File: config.mk
export PLATFORM = sky130hd
export DESIGN_NAME = latch_bank_wr_ctrl
export DESIGN_NICKNAME = d
export VERILOG_FILES = /design/src/rtl/latch_bank_wr_ctrl.sv
export SDC_FILE = /design/constraint.sdc
export NUM_CORES = 1
export LEC_CHECK = 0
export BUFFER_PORTS_ARGS = -buffer_cell sky130_fd_sc_hd__buf_2
export CORE_ASPECT_RATIO = 1.25
export CORE_UTILIZATION = 51
export CTS_BUF_LIST = sky130_fd_sc_hd__clkbuf_8
export DETAILED_ROUTE_END_ITERATION = 10
export PLACE_DENSITY = 0.82
export SLEW_MARGIN = 30
export SYNTH_ARGS = -nofsm -noshare
export SYNTH_HDL_FRONTEND = slang
export SYNTH_SLANG_ARGS = --single-unit
File: constraint.sdc
create_clock -name CK -period 2.8 [get_ports CK]
set_input_delay 0.42 -clock CK [delete_from_list [all_inputs] [get_ports CK]]
set_output_delay 0.42 -clock CK [all_outputs]
set_load 0.005 [all_outputs]
File: src/rtl/latch_bank_wr_ctrl.sv
// Write-side sequencer for a latch-based register file.
// Each write is sequenced SETUP -> OPEN -> HOLD so the data bus is stable around the gate pulse.
module latch_bank_wr_ctrl #(
  parameter int WORDS = 8,
  parameter int WIDTH = 8,
  parameter int AW    = $clog2(WORDS)
) (
  input  logic             CK,
  input  logic             RST,
  input  logic             WR_VALID,
  output logic             WR_READY,
  input  logic [AW-1:0]    WR_ADDR,
  input  logic [WIDTH-1:0] WR_DATA,
  output logic [WIDTH-1:0] LD,
  output logic [WORDS-1:0] LG,
  output logic             BUSY,
  output logic             ERR
);

  typedef enum logic [1:0] {
    S_IDLE  = 2'd0,
    S_SETUP = 2'd1,
    S_OPEN  = 2'd2,
    S_HOLD  = 2'd3
  } state_t;

  localparam logic [AW:0] WORDS_L = (AW+1)'(WORDS);

  state_t           r_state;
  logic [AW-1:0]    r_addr;
  logic [WIDTH-1:0] r_ld;
  logic [WORDS-1:0] r_lg;
  logic             r_busy;
  logic             r_ready;
  logic             r_err;

  logic [WORDS-1:0] w_onehot;
  logic             w_accept;
  logic             w_in_range;

  // r_ready mirrors (state == IDLE || state == HOLD) exactly, so acceptance depends on state only.
  assign w_accept   = WR_VALID && r_ready;
  assign w_in_range = ({1'b0, WR_ADDR} < WORDS_L);

  // An out-of-range captured address matches no bit, so the gate stays closed for it.
  genvar gi;
  generate
    for (gi = 0; gi < WORDS; gi++) begin : g_onehot
      assign w_onehot[gi] = (r_addr == AW'(gi));
    end
  endgenerate

  always_ff @(posedge CK or posedge RST) begin
    if (RST) begin
      r_state <= S_IDLE;
      r_addr  <= '0;
      r_ld    <= '0;
      r_lg    <= '0;
      r_busy  <= 1'b0;
      r_ready <= 1'b1;
      r_err   <= 1'b0;
    end else begin
      r_err <= 1'b0;
      r_lg  <= '0;
      case (r_state)
        S_IDLE, S_HOLD: begin
          if (w_accept) begin
            r_state <= S_SETUP;
            r_addr  <= WR_ADDR;
            r_ld    <= WR_DATA;
            r_err   <= !w_in_range;
            r_busy  <= 1'b1;
            r_ready <= 1'b0;
          end else begin
            r_state <= S_IDLE;
            r_busy  <= 1'b0;
            r_ready <= 1'b1;
          end
        end
        S_SETUP: begin
          r_state <= S_OPEN;
          r_lg    <= w_onehot;
          r_busy  <= 1'b1;
          r_ready <= 1'b0;
        end
        S_OPEN: begin
          r_state <= S_HOLD;
          r_busy  <= 1'b1;
          r_ready <= 1'b1;
        end
        default: begin
          r_state <= S_IDLE;
          r_busy  <= 1'b0;
          r_ready <= 1'b1;
        end
      endcase
    end
  end

  assign WR_READY = r_ready;
  assign LD       = r_ld;
  assign LG       = r_lg;
  assign BUSY     = r_busy;
  assign ERR      = r_err;

endmodule

; ---- Word level (Yosys, flattened, before mapping)
; Cells that the tools add are included.
[classes]
n_eq_ne = 10
mux = 7
reduce_logical = 6
[ops]
columns = cell, count
row1 = 3-bit == test (second input constant), 4
row2 = 8-bit 2-to-1 mux, 1
row3 = 3-bit by 2-bit == test with 1-bit output (second input constant), 2
row4 = 2-bit case mux with 3 select lines, 1
row5 = 2-bit == test (second input constant), 2
row6 = 2-bit OR reduction, 2
row7 = 3-bit by 1-bit == test with 1-bit output (second input constant), 1
row8 = 3-bit zero test, 1
row9 = 1-bit 2-to-1 mux, 3
row10 = 1-bit case mux with 3 select lines, 1
row11 = 2-bit by 1-bit == test with 1-bit output (second input constant), 1
row12 = 2-bit zero test, 1
row13 = 1-bit case mux with 2 select lines, 1
row14 = 2-bit AND reduction, 1
row15 = 1-bit logical AND, 1
[word_totals]
register_bits = 23
in_bits = 14
word_cells = 29

; ---- Longest topological paths before layout
[depth]
depth_word = 3
depth_mapped = 5
depth_no_buf = 4

; ---- Worst setup path before layout
; Ideal clock, no wire load.
[synth_timing]
path_type = register to register
start = reg r_state[0]
end = reg r_ld[0] (netlist: LD[0])
arrival_time_ns = 1.264
required_time_ns = 2.675
setup_slack_ns = 1.411
stages_incl_launch_ff = 6
n_path_buf = 1
synth_period_minus_slack_ns = 1.389
path_cell_list = dfrtp_1 > inv_1 > ha_1 > nand3_2 > buf_6 > mux2_4
[synth_via]
elab_chain_len = 3
elab_cells_between_ends = 4
[synth_rtl]
columns = item, line_no
row1 = start: declaration, 29  ; state_t r_state;
row2 = start signal: assignment, 55  ; r_state <= S_IDLE;
row3 = start signal: assignment, 68  ; r_state <= S_SETUP;
row4 = start signal: assignment, 75  ; r_state <= S_IDLE;
row5 = 2-bit == test or 2-bit zero test (tied branches), 65  ; case (r_state)
row6 = 2-bit OR reduction (*), 65
row7 = 2-bit AND reduction (no source line) (*), n/a
row8 = end signal: assignment, 57  ; r_ld <= '0;
row9 = end signal: assignment, 70  ; r_ld <= WR_DATA;
row10 = end: declaration, 31  ; logic [WIDTH-1:0] r_ld;
; Every way passes the cells marked *; elsewhere a longest branch is shown, timed or not.
; A chain may end at the register's enable or synchronous reset.

; ---- Final worst setup path
[layout_timing]
start = reg r_state[0]
end = reg r_ld[6] (netlist: LD[6])
; Same word-level chain as after synthesis.

==> reports/results.ini <==
[run_status]
status = finished clean

[global_routing]
grt_pass1_wl_um = 2318
antenna_found_initial = 0
grt_usage = 0.1797
grt_max_degree = 24
grt_pass1_vias = 557
grt_overflow = 0

[placed_design]
dp_cells = 109
numPortBuffers = 31
dp_slack_ns = 1.189
place_congestion = 0.6504
placed_area_um2 = 1045
hpwl_um = 1091

[sta]
setup_ws_ns = 1.199
rsz0062_at_grt = false
hold_viol = 0
max_freq_mhz = 624.6
final_max_slew_viol_count = 0
fin_crit_ns = 1.601
setup_viol = 0
timing.setup.tns_ns = 0
tightest_slew_ns = 0.8275
maxSlewHeadroom = 0.4477
skew_ns = 0.001799
period_share = 0.5718

[floorplanning]
placementRows = 16
initial_utilization = 0.5531
die_area_um2 = 1909
die_w_um = 39.28
io_pins = 33
core_um2 = 1602
die_y_um = 48.60

[critical_path]
worstPathRequired_ns = 2.95
worst-path-buf-inv = 1
path_max_fanout = 13
cp_slowest_stage_delay_ns = 0.41
worstSetupEndpointType = register
critPathArrivalTime_ns = 1.75
crit_type = reg2reg
critPathLaunchType = register
path_depth = 4
crit_family = multiplexers
cp_slowest_cell = mux2_4
path_cells = inv_1, ha_1, nand3_2, mux2_4
ff2ff_path_depth = 4

[synth]
ys_async_sr_fraction = 1.000
synth.top_cell.area_share = 0.6215
synthTopCellsByCount = 22 x dfrtp_1, 8 x mux2_4, 6 x nor2_1
yosysTopAreaCell = dfrtp_1
synth_ff_type = dfrtp_1
synth-edff-count = 0
netlist_top_cells_area = dfrtp_1 62%, mux2_4 14%, mux2_2 3.8%
synth_nets = 78
syn_area_per_cell_um2 = 14.29
synth-seq-cells = 23
syn_inst = 62
synth_cell_types = 16
yosysWarningCount = 0
yosysMostFrequentCell = dfrtp_1
syn_area_um2 = 885.9
ys_seq_area_frac = 0.6511

[clock_tree]
ctsHoldBuffers = 0
post_cts_buffers = 0
clk_pin_slew_ns = 0.08
cts_num_sinks = 23
post_cts_resized = 0
cts_tree = done
cts_buffers = 3
cts-root-buf = clkbuf_8
cts_max_level = 1
clockBufferDepth = 2
clk_latency_ns = 0.26

[cells_and_area]
fin_area_um2 = 1090
area_delta_synth_final_pct = 23.02
fin_cells = 113
antenna_cells = 0
drive_gt1_frac = 0.4947
nets = 112
multiInputGateArea_um2 = 271.5
fillers = 128
seq_area_um2 = 576.8

[pwr]
share_comb_of_total_power = 0.361
switching_share = 0.3067
clockPowerShare = 0.169
design_power_total_w = 0.001162
p_switching_w = 0.0003564
power.internal_w = 0.0008059
power_per_cell_area_nw_per_um2 = 1067
p_seq_frac = 0.470
leakagePower_nw = 0.6066
ir_drop_uv = 625.2

[routing]
drt_iter0_markers = 15
post_drt_wl_per_cell_um = 12.95
vias_per_cell = 5.044
drc = 0
totalWireLength_um = 1463
detail-route-antenna-nets = 0
vias = 570
firstDrtPassIters = 4

[hold_path]
hp-class = in2async

[run]
maxCapViolations = 0

-- layout by cell type, fill, tap and decap left out --
cell type and instances:
mux2_2 3, nor3_1 2, nor2_1 6, dfrtp_1 22
nand3_2 1, buf_2 31, mux2_4 8, clkbuf_8 3
conb_1 1, a21boi_0 1, inv_1 6, nand2_1 4
o21ai_0 1, ha_1 2, dfstp_2 1, nand2b_1 3
-- metrics by stage --
stage                       util  hold slack [ns]
after floorplan                -           0.4212
after global placement    0.6523           0.4867
after detailed placement  0.6523           0.4893
after CTS                 0.6805           0.3425
after global routing      0.6805           0.3822
final                     0.6805           0.3109
-- worst paths after layout --
path	slack [ns]	endpoint	startpoint
setup reg to reg	1.20	LD[6]	r_state[0]
setup / recovery	1.20	LD[6]	r_state[0]
hold reg to reg	0.51	LD[3]	LD[3]
min in group CK	0.39	LD[0]	WR_DATA[0]
hold / removal	0.31	LD[5]	RST
max in group asynchronous	1.98	LG[5]	RST
-- state kept, by name (all words and copies together), names as in the netlist --
name,flops
BUSY,1
WR_READY,1
r_addr,3
r_state,2
LD,8
LG,8
-- routing by layer --
layer / track usage / wire length (um) / vias to the layer above
li1: - / - / 262
met1: 0.2186 / 539 / 274
met2: 0.2889 / 804 / 30
met3: 0.01376 / 95 / 4
met4: 0.1207 / 23 / 0
met5: 0 / 0 / -
-- power groups by stage --
stage	clock [W]	sequential (W)	combinational [W]
2_1_floorplan	0	0.000543	0.000291
3_3_place_gp	0	0.000538	0.000402
3_5_place_dp	0	0.000548	0.000427
4_1_cts	0.000202	0.000545	0.000425
5_1_grt	0.000211	0.000560	0.000460
6_report	0.000197	0.000546	0.000419
-- area by class of cell --
| type | instances | share of cell area |
|---|---|---|
| Clock buffer | 3 | 0.03789 |
| Clock inverter | 1 | 0.003444 |
| Inverter | 5 | 0.01722 |
| Multi-Input combinational cell | 32 | 0.2491 |
| Sequential cell | 23 | 0.5293 |
| Tap cell | 18 | 0.02067 |
| Timing Repair Buffer | 31 | 0.1424 |
-- logic make-up after synthesis --
kind of cell | Yosys count | synth area share
other | 1 | 0.004233
adders and majority gates | 2 | 0.02824
AOI/OAI and AO/OA | 2 | 0.01412
and+or+nand+nor | 16 | 0.08615
buffers and inverters | 7 | 0.04238
muxes | 11 | 0.1737
DFF | 23 | 0.6511
No activity file was read; power rests on OpenSTA's default activity.
